==> src/rtl/alu_share_arbiter_if.sv <==
// Request/response and ALU-path bundle shared by the two requesters, the
// arbiter and the ALU datapath.
interface alu_share_arbiter_if #(parameter int W = 32);
   logic [1:0]   req;
   logic [3:0]   op0, op1;
   logic [W-1:0] a0, b0, a1, b1;
   logic [1:0]   gnt;
   logic [1:0]   done;
   logic [W-1:0] result;
   logic [3:0]   flags;
   logic         wb;
   logic         err;
   logic [W-1:0] aluA, aluB;
   logic [3:0]   aluOp;
   logic         aluValid;
   logic [W-1:0] aluResult;
   logic [3:0]   aluFlags;

   modport slave (
      input  req, op0, op1, a0, b0, a1, b1, aluResult, aluFlags,
      output gnt, done, result, flags, wb, err, aluA, aluB, aluOp, aluValid
   );

   modport master (
      output req, op0, op1, a0, b0, a1, b1, aluResult, aluFlags,
      input  gnt, done, result, flags, wb, err, aluA, aluB, aluOp, aluValid
   );
endinterface

==> src/rtl/alu_share_arbiter.sv <==
// Round-robin sharing of one ALU between two requesters: grant in IDLE,
// one EXEC cycle on the ALU, one RESP cycle returning result/NZCV.
module alu_share_arbiter #(parameter int W = 32) (
   input logic               clk,
   input logic               rst,
   alu_share_arbiter_if.slave bus
);
   typedef enum logic [1:0] {IDLE = 2'd0, EXEC = 2'd1, RESP = 2'd2} state_t;

   state_t       state, state_nx;
   logic         prio, port, sel, pend_wb;
   logic [3:0]   sel_op, dec_op;
   logic         dec_wb, dec_rej;
   logic [W-1:0] sel_a, sel_b;
   logic [1:0]   gnt_c, done_c;
   logic         valid_c;
   logic [W-1:0] result_q, alua_q, alub_q;
   logic [3:0]   flags_q, aluop_q;
   logic         wb_q, err_q;

   // Contention goes to the favoured port; otherwise whoever is asking.
   assign sel    = (bus.req == 2'b11) ? prio : bus.req[1];
   assign sel_op = sel ? bus.op1 : bus.op0;
   assign sel_a  = sel ? bus.a1  : bus.a0;
   assign sel_b  = sel ? bus.b1  : bus.b0;

   always_comb begin
      dec_op  = sel_op;
      dec_wb  = 1'b1;
      dec_rej = 1'b0;
      case (sel_op)
         4'd8:  begin dec_op = 4'd0; dec_wb = 1'b0; end
         4'd9:  begin dec_op = 4'd1; dec_wb = 1'b0; end
         4'd10: begin dec_op = 4'd2; dec_wb = 1'b0; end
         4'd11: begin dec_op = 4'd4; dec_wb = 1'b0; end
         4'd14: begin dec_rej = 1'b1; dec_wb = 1'b0; end
         default: ;
      endcase
   end

   always_comb begin
      state_nx = state;
      gnt_c    = 2'b00;
      done_c   = 2'b00;
      valid_c  = 1'b0;
      case (state)
         IDLE: if (|bus.req) begin
            gnt_c[sel] = 1'b1;
            state_nx   = dec_rej ? RESP : EXEC;
         end
         EXEC: begin
            valid_c  = 1'b1;
            state_nx = RESP;
         end
         RESP: begin
            done_c[port] = 1'b1;
            state_nx     = IDLE;
         end
         default: state_nx = IDLE;
      endcase
      // Strobes stay quiet while reset is held so an aborted op never completes.
      if (!rst) begin
         gnt_c   = 2'b00;
         done_c  = 2'b00;
         valid_c = 1'b0;
      end
   end

   always_ff @(posedge clk) begin
      if (!rst) begin
         state    <= IDLE;
         prio     <= 1'b0;
         port     <= 1'b0;
         pend_wb  <= 1'b0;
         result_q <= '0;
         flags_q  <= '0;
         wb_q     <= 1'b0;
         err_q    <= 1'b0;
         alua_q   <= '0;
         alub_q   <= '0;
         aluop_q  <= '0;
      end else begin
         state <= state_nx;
         if (gnt_c != 2'b00) begin
            port <= sel;
            // Rejected ops skip the ALU; their response is known at grant.
            if (dec_rej) begin
               result_q <= '0;
               flags_q  <= '0;
               wb_q     <= 1'b0;
               err_q    <= 1'b1;
            end else begin
               alua_q  <= sel_a;
               alub_q  <= sel_b;
               aluop_q <= dec_op;
               pend_wb <= dec_wb;
            end
         end
         if (state == EXEC) begin
            result_q <= bus.aluResult;
            flags_q  <= bus.aluFlags;
            wb_q     <= pend_wb;
            err_q    <= 1'b0;
         end
         if (state == RESP) prio <= ~port;
      end
   end

   assign bus.gnt      = gnt_c;
   assign bus.done     = done_c;
   assign bus.aluValid = valid_c;
   assign bus.result   = result_q;
   assign bus.flags    = flags_q;
   assign bus.wb       = wb_q;
   assign bus.err      = err_q;
   assign bus.aluA     = alua_q;
   assign bus.aluB     = alub_q;
   assign bus.aluOp    = aluop_q;
endmodule

==> src/flat_wrapper.sv <==
// flat-port wrapper written by rule: the top's interface ports become plain ports
module alu_share_arbiter_flat 
#(parameter int W = 32)
  (clk, rst, bus_req, bus_op0, bus_op1, bus_a0, bus_b0, bus_a1, bus_b1, bus_aluResult, bus_aluFlags, bus_gnt, bus_done, bus_result, bus_flags, bus_wb, bus_err, bus_aluA, bus_aluB, bus_aluOp, bus_aluValid);
  alu_share_arbiter_if #(.W(W)) bus_i ();
  input logic clk;
  input logic rst;
  input wire logic [$bits(bus_i.req)-1:0] bus_req;
  input wire logic [$bits(bus_i.op0)-1:0] bus_op0;
  input wire logic [$bits(bus_i.op1)-1:0] bus_op1;
  input wire logic [$bits(bus_i.a0)-1:0] bus_a0;
  input wire logic [$bits(bus_i.b0)-1:0] bus_b0;
  input wire logic [$bits(bus_i.a1)-1:0] bus_a1;
  input wire logic [$bits(bus_i.b1)-1:0] bus_b1;
  input wire logic [$bits(bus_i.aluResult)-1:0] bus_aluResult;
  input wire logic [$bits(bus_i.aluFlags)-1:0] bus_aluFlags;
  output wire logic [$bits(bus_i.gnt)-1:0] bus_gnt;
  output wire logic [$bits(bus_i.done)-1:0] bus_done;
  output wire logic [$bits(bus_i.result)-1:0] bus_result;
  output wire logic [$bits(bus_i.flags)-1:0] bus_flags;
  output wire logic [$bits(bus_i.wb)-1:0] bus_wb;
  output wire logic [$bits(bus_i.err)-1:0] bus_err;
  output wire logic [$bits(bus_i.aluA)-1:0] bus_aluA;
  output wire logic [$bits(bus_i.aluB)-1:0] bus_aluB;
  output wire logic [$bits(bus_i.aluOp)-1:0] bus_aluOp;
  output wire logic [$bits(bus_i.aluValid)-1:0] bus_aluValid;
  assign bus_i.req = bus_req;
  assign bus_i.op0 = bus_op0;
  assign bus_i.op1 = bus_op1;
  assign bus_i.a0 = bus_a0;
  assign bus_i.b0 = bus_b0;
  assign bus_i.a1 = bus_a1;
  assign bus_i.b1 = bus_b1;
  assign bus_i.aluResult = bus_aluResult;
  assign bus_i.aluFlags = bus_aluFlags;
  assign bus_gnt = bus_i.gnt;
  assign bus_done = bus_i.done;
  assign bus_result = bus_i.result;
  assign bus_flags = bus_i.flags;
  assign bus_wb = bus_i.wb;
  assign bus_err = bus_i.err;
  assign bus_aluA = bus_i.aluA;
  assign bus_aluB = bus_i.aluB;
  assign bus_aluOp = bus_i.aluOp;
  assign bus_aluValid = bus_i.aluValid;
  alu_share_arbiter #(.W(W)) u_core (.clk(clk), .rst(rst), .bus(bus_i));
endmodule
==> config.mk <==
export PLATFORM = sky130hd
export DESIGN_NAME = alu_share_arbiter_flat
export DESIGN_NICKNAME = d
export VERILOG_FILES = /design/src/rtl/alu_share_arbiter_if.sv /design/src/rtl/alu_share_arbiter.sv /design/src/flat_wrapper.sv
export SDC_FILE = /design/constraint.sdc
export NUM_CORES = 1
export LEC_CHECK = 0
export BUFFER_PORTS_ARGS = -buffer_cell sky130_fd_sc_hd__buf_2
export CAP_MARGIN = 10
export CELL_PAD_IN_SITES_DETAIL_PLACEMENT = 0
export CELL_PAD_IN_SITES_GLOBAL_PLACEMENT = 2
export CORE_MARGIN = 4
export CORE_UTILIZATION = 27
export CTS_BUF_LIST = sky130_fd_sc_hd__clkbuf_4 sky130_fd_sc_hd__clkbuf_8
export DETAILED_ROUTE_END_ITERATION = 6
export MAX_ROUTING_LAYER = met4
export PLACE_DENSITY = 0.95
export REMOVE_ABC_BUFFERS = 1
export SYNTH_ARGS = -nofsm -noshare
export SYNTH_HDL_FRONTEND = slang
export SYNTH_SLANG_ARGS = --single-unit
==> constraint.sdc <==
create_clock -name clk -period 4.85 [get_ports clk]
set_clock_uncertainty 0.05 [all_clocks]
set_input_delay 0.2425 -clock clk [delete_from_list [all_inputs] [get_ports clk]]
set_output_delay 0.2425 -clock clk [all_outputs]
set_load 0.005 [all_outputs]
; Yosys cells after proc, flatten, opt, wreduce, memory -nomap -nowiden
; Cells that the tools add are included.
[op_classes]
reduce_logical = 12
order_cmp = 4
eq_ne = 9
bitwise_logic = 3
mux = 30
[ops]
columns = op, n
row1 = 32-bit 2-to-1 mux, 5
row2 = 4-bit equality test (second input constant), 5
row3 = 4-bit 2-to-1 mux, 4
row4 = 4-bit case mux with 4 select lines, 1
row5 = 2-bit 2-to-1 mux, 7
row6 = 1-bit 2-to-1 mux, 10
row7 = 2-bit AND reduction, 3
row8 = 2-bit nonzero test, 3
row9 = 5-bit OR reduction, 1
row10 = 2-bit equality test (second input constant), 2
row11 = 1-bit by 2-bit < comparator with 1-bit output (second input constant), 2
row12 = 2-bit case mux with 2 select lines, 1
row13 = 2-bit OR reduction, 2
row14 = 1-bit NOT, 3
row15 = 1-bit demux with 1-bit select, 2
row16 = 2-bit by 1-bit equality test with 1-bit output (second input constant), 1
row17 = 1-bit >= comparator (second input constant), 2
row18 = 1-bit logical AND, 2
row19 = 2-bit zero test, 1
row20 = 2-bit by 1-bit != test with 1-bit output (second input constant), 1
[word_totals]
output_inout_bits = 111
inputBits = 176
register_bits = 111
wordCells = 69

; Depth between registers and ports, before layout
; Gate-level depths: netlist of run 1.
[logic_depth]
word_depth = 12
depth_mapped = 9

; Worst setup path after synthesis of run 1
; OpenSTA, ideal clock, no wires.
[synth_timing]
kind = reg2reg
start = reg u_core.state[1]
end = reg u_core.alua_q[0], in the netlist u_core.bus.aluA[0]
path_stages_with_launch = 9
slack_ps = 2767
setup_ps = 121
n_path_buf = 4
arrival_ps = 1912
cell_sequence = dfxtp_1 -> or3b_4 -> or2_0 -> clkbuf_1 -> or3_1 -> clkbuf_1 -> buf_6 -> buf_6 -> mux2i_1
[synth_between]
elab_chain_len = 5
[synth_lines]
columns = element, line
row1 = from (decl), alu_share_arbiter.sv:10  ; state_t state, state_nx;
row2 = from (signal assigned), alu_share_arbiter.sv:83  ; state <= state_nx;
row3 = 2-bit zero test, alu_share_arbiter.sv:46  ; case (state)
row4 = 2-bit 2-to-1 mux, alu_share_arbiter.sv:46
row5 = 2-bit 2-to-1 mux, alu_share_arbiter.sv:62  ; if (!rst) begin
row6 = 2-bit nonzero test, alu_share_arbiter.sv:84  ; if (gnt_c != 2'b00) begin
row7 = 2-bit AND reduction (no line), --
row8 = to (signal assigned), alu_share_arbiter.sv:93  ; alua_q <= sel_a;
row9 = to (decl), alu_share_arbiter.sv:17  ; logic [W-1:0] result_q, alua_q, alub_q;
; Every way passes these cells.
; A chain may end at the register's enable or synchronous reset.

; Worst setup path after layout of run 1
[layout_timing]
start = reg u_core.prio
end = out bus_gnt[1]
[layout_between]
elab_chain_len = 8
word_cells_on_any_way = 9
[layout_lines]
columns = element, line
row1 = from (decl), alu_share_arbiter.sv:11  ; logic prio, port, sel, pend_wb;
row2 = from (signal assigned), alu_share_arbiter.sv:105  ; if (state == RESP) prio <= ~port;
row3 = 1-bit 2-to-1 mux (*), alu_share_arbiter.sv:22  ; assign sel = (bus.req == 2'b11) ? prio : bus.req[1];
row4 = 1-bit by 2-bit < comparator with 1-bit output (implied by the code) / 1-bit >= comparator (equally long branches), alu_share_arbiter.sv:48  ; gnt_c[sel] = 1'b1;
row5 = 1-bit logical AND (implied by the code), alu_share_arbiter.sv:48
row6 = 1-bit 2-to-1 mux (implied by the code), alu_share_arbiter.sv:48
row7 = 1-bit demux with 1-bit select (*), --
row8 = 2-bit 2-to-1 mux (*), alu_share_arbiter.sv:47  ; IDLE: if (|bus.req) begin
row9 = 2-bit 2-to-1 mux (*), alu_share_arbiter.sv:46
row10 = 2-bit 2-to-1 mux (*), alu_share_arbiter.sv:62
row11 = to (decl), flat_wrapper.sv:17  ; output wire logic [$bits(bus_i.gnt)-1:0] bus_gnt;
; Every way passes the cells marked *; elsewhere a longest branch is shown, timed or not.

==> results of run 1 <==
placed cells by master (no fill, tap or decap), drive strengths merged:
cell type	n
nor2b	1
nand4	1
a31oi	4
o21ai	5
or2	1
o21a	1
clkinv	2
nand4b	1
buf	292
o311ai	1
a21boi	1
o221ai	1
o211a	1
o211ai	1
inv	8
dlygate4sd3	25
nand3	1
o221a	3
o22ai	2
dfxtp	111
nand2	69
nor3b	1
a21oi	3
or3b	1
nand2b	5
or3	1
and2	1
nor2	7
a21o	1
mux2i	129
bufinv	2
o311a	1
a32o	37
nor4	1
clkbuf	11
power by group:
group	total (mW)	internal, mW	switching [mW]	leakage (nW)
sequential	1.05	1.01	0.0461	0.914
combinational	0.448	0.236	0.213	2.74
clock	0.649	0.325	0.324	0.122
total	2.15	1.57	0.583	3.77
kinds of logic (layout without fill, tap and decap cells):
kind of cell	Yosys count	after routing	share of synthesized area, %
AND/OR/NAND/NOR	91	91	8.416
AO/OA/AOI/OAI	62	62	11.77
buffers and inverters	44	340	4.556
flip-flops	111	111	47.60
multiplexers	129	129	27.66
layout make-up:
type	count	area [sq um]	share of cell area, %
clock buffers	11	151.4	2.245
multi-input cells	282	2252	33.40
flip-flops and latches	111	2222	32.96
repair buffers	317	1727	25.61
clock inverters	5	88.84	1.317
well taps	220	275.3	4.082
inverters	7	26.28	0.3897
worst min-delay path by stage:
stage,slack [ns],cells past startpoint,to
detailed placement,0.40,2,u_core.bus.aluB[4]
floorplan,0.31,1,u_core.prio
global route,0.02,2,u_core.bus.result[28]
global placement,0.39,2,u_core.bus.aluA[31]
finish,0.03,2,u_core.bus.result[26]
CTS,0.0009,2,u_core.bus.result[19]
routing by layer:
layer	vias to the layer above	track usage [%]
met2	212	22.95
met3	10	3.945
met1	1929	17.40
met4	0	4.686
met5	-	-
li1	2162	-
timing repair:
item,CTS,global route
hold endpoints to repair,25,0
setup buffers,0,0
hold buffers,25,0
setup endpoints to repair,0,0
sequential cells by signal, summed over array words and instances, names as in the netlist:
name and flops:
u_core.port 1, u_core.bus.aluOp 4, u_core.bus.aluB 32, u_core.bus.result 32
u_core.bus.wb 1, u_core.bus.flags 4, u_core.pend_wb 1, u_core.prio 1
u_core.bus.err 1, u_core.bus.aluA 32, u_core.state 2
through the flow:
step | hold slack (ns) | utilization, % | power [mW] | std cells
detailed placement | 0.3992 | 37.31 | 1.515 | 912
finish | 0.03014 | 40.23 | 2.152 | 953
CTS | 0.0008835 | 40.23 | 2.191 | 953
global route | 0.01540 | 40.23 | 2.270 | 953
floorplan | 0.3142 | - | 1.294 | 400
global placement | 0.3923 | 37.31 | 1.513 | 912
cells in the mapped netlist (all sizes together):
master / number
or2: 1
clkbuf: 28
o311a: 1
nand2b: 5
o211ai: 1
buf: 9
nor2b: 1
nor4: 1
o221ai: 1
dfxtp: 111
o221a: 3
nand3: 1
a21boi: 1
and2: 1
nand4: 1
o211a: 1
a21o: 1
nand2: 69
o22ai: 2
inv: 7
a32o: 37
or3: 1
nand4b: 1
nor3b: 1
o21ai: 5
o311ai: 1
nor2: 7
mux2i: 129
o21a: 1
a31oi: 4
a21oi: 3
or3b: 1
critical path, cell delays in order (launching register included):
cell and delay, ns:
dfxtp_1 0.33, nand2b_1 0.22, nand2_4 0.61, buf_4 0.49
nor2_1 0.09, buf_2 0.15
==> flow_metrics.py, run 1 <==
metrics = {
    "floorplanning": {
        "core_sq_um": 16760,
        "rows": 47,
        "die-area_sq_um": 19460,
        "fp.dieH_um": 139.5,
        "die_w_um": 139.5,
        "start_util_pct": 27.85,
        "io_pins": 287,
    },
    "critical_path": {
        "r2r_slack_ns": 2.30,
        "r2r_cells": 5,
        "crit_path_start_kind": "flop",
        "crit_path_end": "bus_gnt[1]",
        "end_kind": "primary output",
        "required_ns": 4.56,
        "worstSetupPathType": "flop to primary output",
        "arrival_ns": 2.27,
        "r2r-start": "u_core.prio",
        "startpoint": "u_core.prio",
        "reg2reg_to": "u_core.bus.aluA[18]",
        "path_max_fanout": 48,
    },
    "place": {
        "portBuffers": 286,
        "place_area_sq_um": 6252,
        "gp_congestion": 0.7630,
        "dp.final_hpwl_um": 10570,
        "pre_cts_ws_ns": 2.170,
    },
    "cells_and_area": {
        "antenna_cells": 0,
        "layout.nets": 904,
        "syn2layout_area_growth_pct": 44.44,
        "drive_above_1_share_pct": 43.25,
        "final_cell_area_sq_um": 6743,
        "n_fill_cell": 1685,
    },
    "timing": {
        "finalWorstSetupSlack_ns": 2.286,
        "worstMarginPinSlew_ns": 1.013,
        "rsz0062_at_grt": "no",
        "hold_viol_final": 0,
        "max_slew_margin_pct": 32.46,
        "setup_violations": 0,
        "period_share_pct": 52.87,
        "drv_slew": 0,
        "fin_setup_tns_ns": 0,
        "min_period_ns": 2.564,
        "max_freq_ghz": 0.3900,
    },
    "route": {
        "wl_met3_um": 1368,
        "first_pass_iters": 5,
        "viasPerCell": 4.526,
        "wl_per_cell_um": 14.98,
        "vias": 4313,
        "detail_route.iter0.violations": 176,
        "met1_length_um": 6135,
        "dr_wl_met2_um": 6636,
        "ant_nets": 0,
        "routed_wl_um": 14280,
        "maxUsedRoutingLayer": "met4",
        "drc": 0,
    },
    "logic_synthesis": {
        "ys_types": 35,
        "syn_area_sq_um": 4668,
        "postSynthCellCount": 437,
        "syn_avg_cell_area_sq_um": 10.68,
        "synth_top_cell_by_area": "dfxtp_1",
        "yosys_warnings": 0,
        "synth_top_area_share_pct": 47.60,
        "ys_seq_area_share_pct": 47.60,
        "synth-seq-cells": 111,
        "yosys-top-cells-area": "dfxtp_1 48%, mux2i_1 28%, a32o_1 7.9%",
    },
    "power_and_ir_drop": {
        "power_leakage_nw": 3.771,
        "ir_worst_vdd_uv": 128.5,
        "powerDensity_nw_per_um2": 319.1,
    },
    "job": {
        "cap_viol_max_count": 0,
    },
    "global_route": {
        "grt_use_total_pct": 14.29,
        "grt_max_degree": 75,
        "grt_pass1_wl_um": 21760,
        "gr-total-overflow": 0,
        "grt_pass1_vias": 4212,
        "antenna_found_initial": 0,
    },
    "clock_tree": {
        "cts_resized": 0,
        "root_buffer": "clkbuf_8",
        "numCtsBuffers": 9,
        "clk_latency_ns": 0.37,
        "clkSlewWorstSetupHoldPaths_ns": 0.10,
        "clock-sinks": 111,
        "ctsLongestPathBuffers": 2,
        "htree_levels": 3,
        "cts_tree": "done",
    },
    "min_path": {
        "hold_path.class": "input port to flop",
        "hold_start": "bus_aluResult[26]",
    },
    "status": {
        "status": "finished clean",
    },
}
Note: power is estimated with default switching activity, not from simulation.
==> inputs of run 2 (changes only) <==
--- a/config.mk
+++ b/config.mk
@@ -10,11 +10,11 @@
 export CELL_PAD_IN_SITES_DETAIL_PLACEMENT = 0
 export CELL_PAD_IN_SITES_GLOBAL_PLACEMENT = 2
 export CORE_MARGIN = 4
-export CORE_UTILIZATION = 27
+export CORE_UTILIZATION = 25
 export CTS_BUF_LIST = sky130_fd_sc_hd__clkbuf_4 sky130_fd_sc_hd__clkbuf_8
 export DETAILED_ROUTE_END_ITERATION = 6
 export MAX_ROUTING_LAYER = met4
-export PLACE_DENSITY = 0.95
+export PLACE_DENSITY = 0.9
 export REMOVE_ABC_BUFFERS = 1
 export SYNTH_ARGS = -nofsm -noshare
 export SYNTH_HDL_FRONTEND = slang
==> constraint.sdc (replaced) <==
create_clock -name clk -period 2.5 [get_ports clk]
set_clock_uncertainty 0.05 [all_clocks]
set_input_delay 0.125 -clock clk [delete_from_list [all_inputs] [get_ports clk]]
set_output_delay 0.125 -clock clk [all_outputs]
set_load 0.005 [all_outputs]
==> run 2 against run 1 <==
Net effect:
- total power up 97%
- final cell count up 15%
- first-iteration DRC count down 18%
- design area up 20%
- sequential share of layout area down 5.5 points
- wire length up 14%
- clock-buffer cell count up 1
- core utilization up 4.4 points
- critical path depth unchanged
- clock power up 68%
- sequential cell count unchanged
- via count up 14%
- highest routed layer unchanged
==> flow_metrics.py, run 2 (synthesis results as in run 1) <==
metrics = {
    "clock_tree": {
        "ctsLongestPathBuffers": 2,
        "cts_resized": 0,
        "clkSlewWorstSetupHoldPaths_ns": 0.11,
        "root_buffer": "clkbuf_8",
        "htree_levels": 3,
        "cts_tree": "done",
        "cts_setup_buffers": 0,
        "clk_latency_ns": 0.37,
        "hold_buffers": 157,
        "numCtsBuffers": 9,
        "clock-sinks": 111,
    },
    "floorplanning": {
        "core_sq_um": 18150,
        "start_util_pct": 25.72,
        "die_w_um": 144.7,
        "die-area_sq_um": 20920,
        "rows": 49,
        "io_pins": 287,
        "fp.dieH_um": 144.7,
    },
    "critical_path": {
        "crit_path_start_kind": "flop",
        "path_max_fanout": 44,
        "r2r-start": "u_core.state[1]",
        "r2r_cells": 5,
        "r2r_slack_ns": 0.35,
        "worstSetupPathType": "flop to flop",
        "end_kind": "flop",
        "required_ns": 2.71,
        "arrival_ns": 2.37,
        "reg2reg_to": "u_core.bus.aluA[21]",
    },
    "route": {
        "vias": 4930,
        "wl_per_cell_um": 14.77,
        "viasPerCell": 4.490,
        "drc": 0,
        "detail_route.iter0.violations": 144,
        "routed_wl_um": 16220,
        "first_pass_iters": 4,
        "ant_nets": 0,
    },
    "job": {
        "cap_viol_max_count": 0,
    },
    "cells_and_area": {
        "multi_input_area_sq_um": 2252,
        "antenna_cells": 0,
        "final_util_pct": 44.63,
        "regArea_sq_um": 2222,
        "n_fill_cell": 1698,
        "syn2layout_area_growth_pct": 73.49,
        "drive_above_1_share_pct": 36.94,
        "final_cell_area_sq_um": 8099,
        "layout.nets": 1040,
        "layout_commonest_cell": "buf_2",
        "most-common-layout-cells": "286 x buf_2, 157 x dlygate4sd3_1, 129 x mux2i_1",
        "stdcell_count": 1098,
    },
    "timing": {
        "setup_violations": 0,
        "max_slew_margin_pct": 47.45,
        "hold_viol_final": 0,
        "worstMarginPinSlew_ns": 0.7883,
        "period_share_pct": 86.10,
        "rsz0062_at_grt": "no",
        "fin_setup_tns_ns": 0,
        "drv_slew": 0,
        "min_period_ns": 2.152,
        "timing.hold.ws_ns": 0.01551,
        "max_freq_ghz": 0.4646,
    },
    "place": {
        "portBuffers": 286,
        "gp_congestion": 0.8330,
        "dpl.cell_count": 925,
        "dp.final_hpwl_um": 10720,
        "place_area_sq_um": 6331,
    },
    "min_path": {
        "holdPathEnd": "u_core.bus.aluB[30]",
        "hold_depth": 3,
        "hold_start": "bus_b0[30]",
        "hold_path.class": "input port to flop",
    },
    "power_and_ir_drop": {
        "powerDensity_nw_per_um2": 522.3,
        "ir_worst_vdd_uv": 248.1,
        "power_leakage_nw": 4.340,
    },
    "status": {
        "status": "finished clean",
    },
    "global_route": {
        "grt_max_degree": 75,
        "grt_pass1_wl_um": 24440,
        "gr-total-overflow": 0,
        "grt_pass1_vias": 4958,
        "grt_use_total_pct": 15.18,
        "antenna_found_initial": 0,
    },
}
[run 2: power by group]
part	internal (mW)	switching, mW	leakage [nW]	total (mW)
sequential	1.96	0.0896	0.914	2.05
clock	0.444	0.642	0.103	1.09
combinational	0.641	0.457	3.32	1.10
[run 2: layer usage]
metal	global-route usage, %	up-vias	wire, um
met3	3.911	28	1089
li1	-	2439	-
met4	5.646	0	425
met1	16.90	2246	6654
met2	26.21	217	8046
met5	-	-	0
[run 2: final cells by class]
class	instances	area share [%]
clock inverter	4	0.4635
timing repair buffer	453	38.47
sequential	111	27.44
tap	229	3.538
inverter	7	0.3244
multi-input combinational	282	27.81
clock buffer	12	1.962
[run 2: how the worst max path moves through the flow]
stage | end | cells after the start | start
3_5_place_dp | u_core.bus.aluA[5] | 5 | u_core.state[1]
5_1_grt | u_core.bus.aluA[11] | 5 | u_core.state[1]
3_3_place_gp | u_core.bus.aluB[6] | 5 | u_core.state[1]
2_1_floorplan | u_core.bus.aluOp[2] | 5 | u_core.prio
4_1_cts | u_core.bus.aluB[19] | 5 | u_core.state[1]
6_report | u_core.bus.aluA[21] | 5 | u_core.state[1]
[run 2: metrics by stage]
| step | worst slack [ns] | power, mW |
|---|---|---|
| final | 0.3475 | 4.230 |
| after CTS | 0.3634 | 4.294 |
| after global placement | 0.4105 | 2.946 |
| after detailed placement | 0.3732 | 2.951 |
| after floorplan | -1.249 | 2.511 |
| after global routing | 0.2633 | 4.480 |
[run 2: critical path, cell delays in order (launching register included)]
cell and delay [ns]:
dfxtp_1 0.35, or3b_4 0.41, or2_0 0.31, or3_4 0.48
buf_12 0.21, mux2i_1 0.17
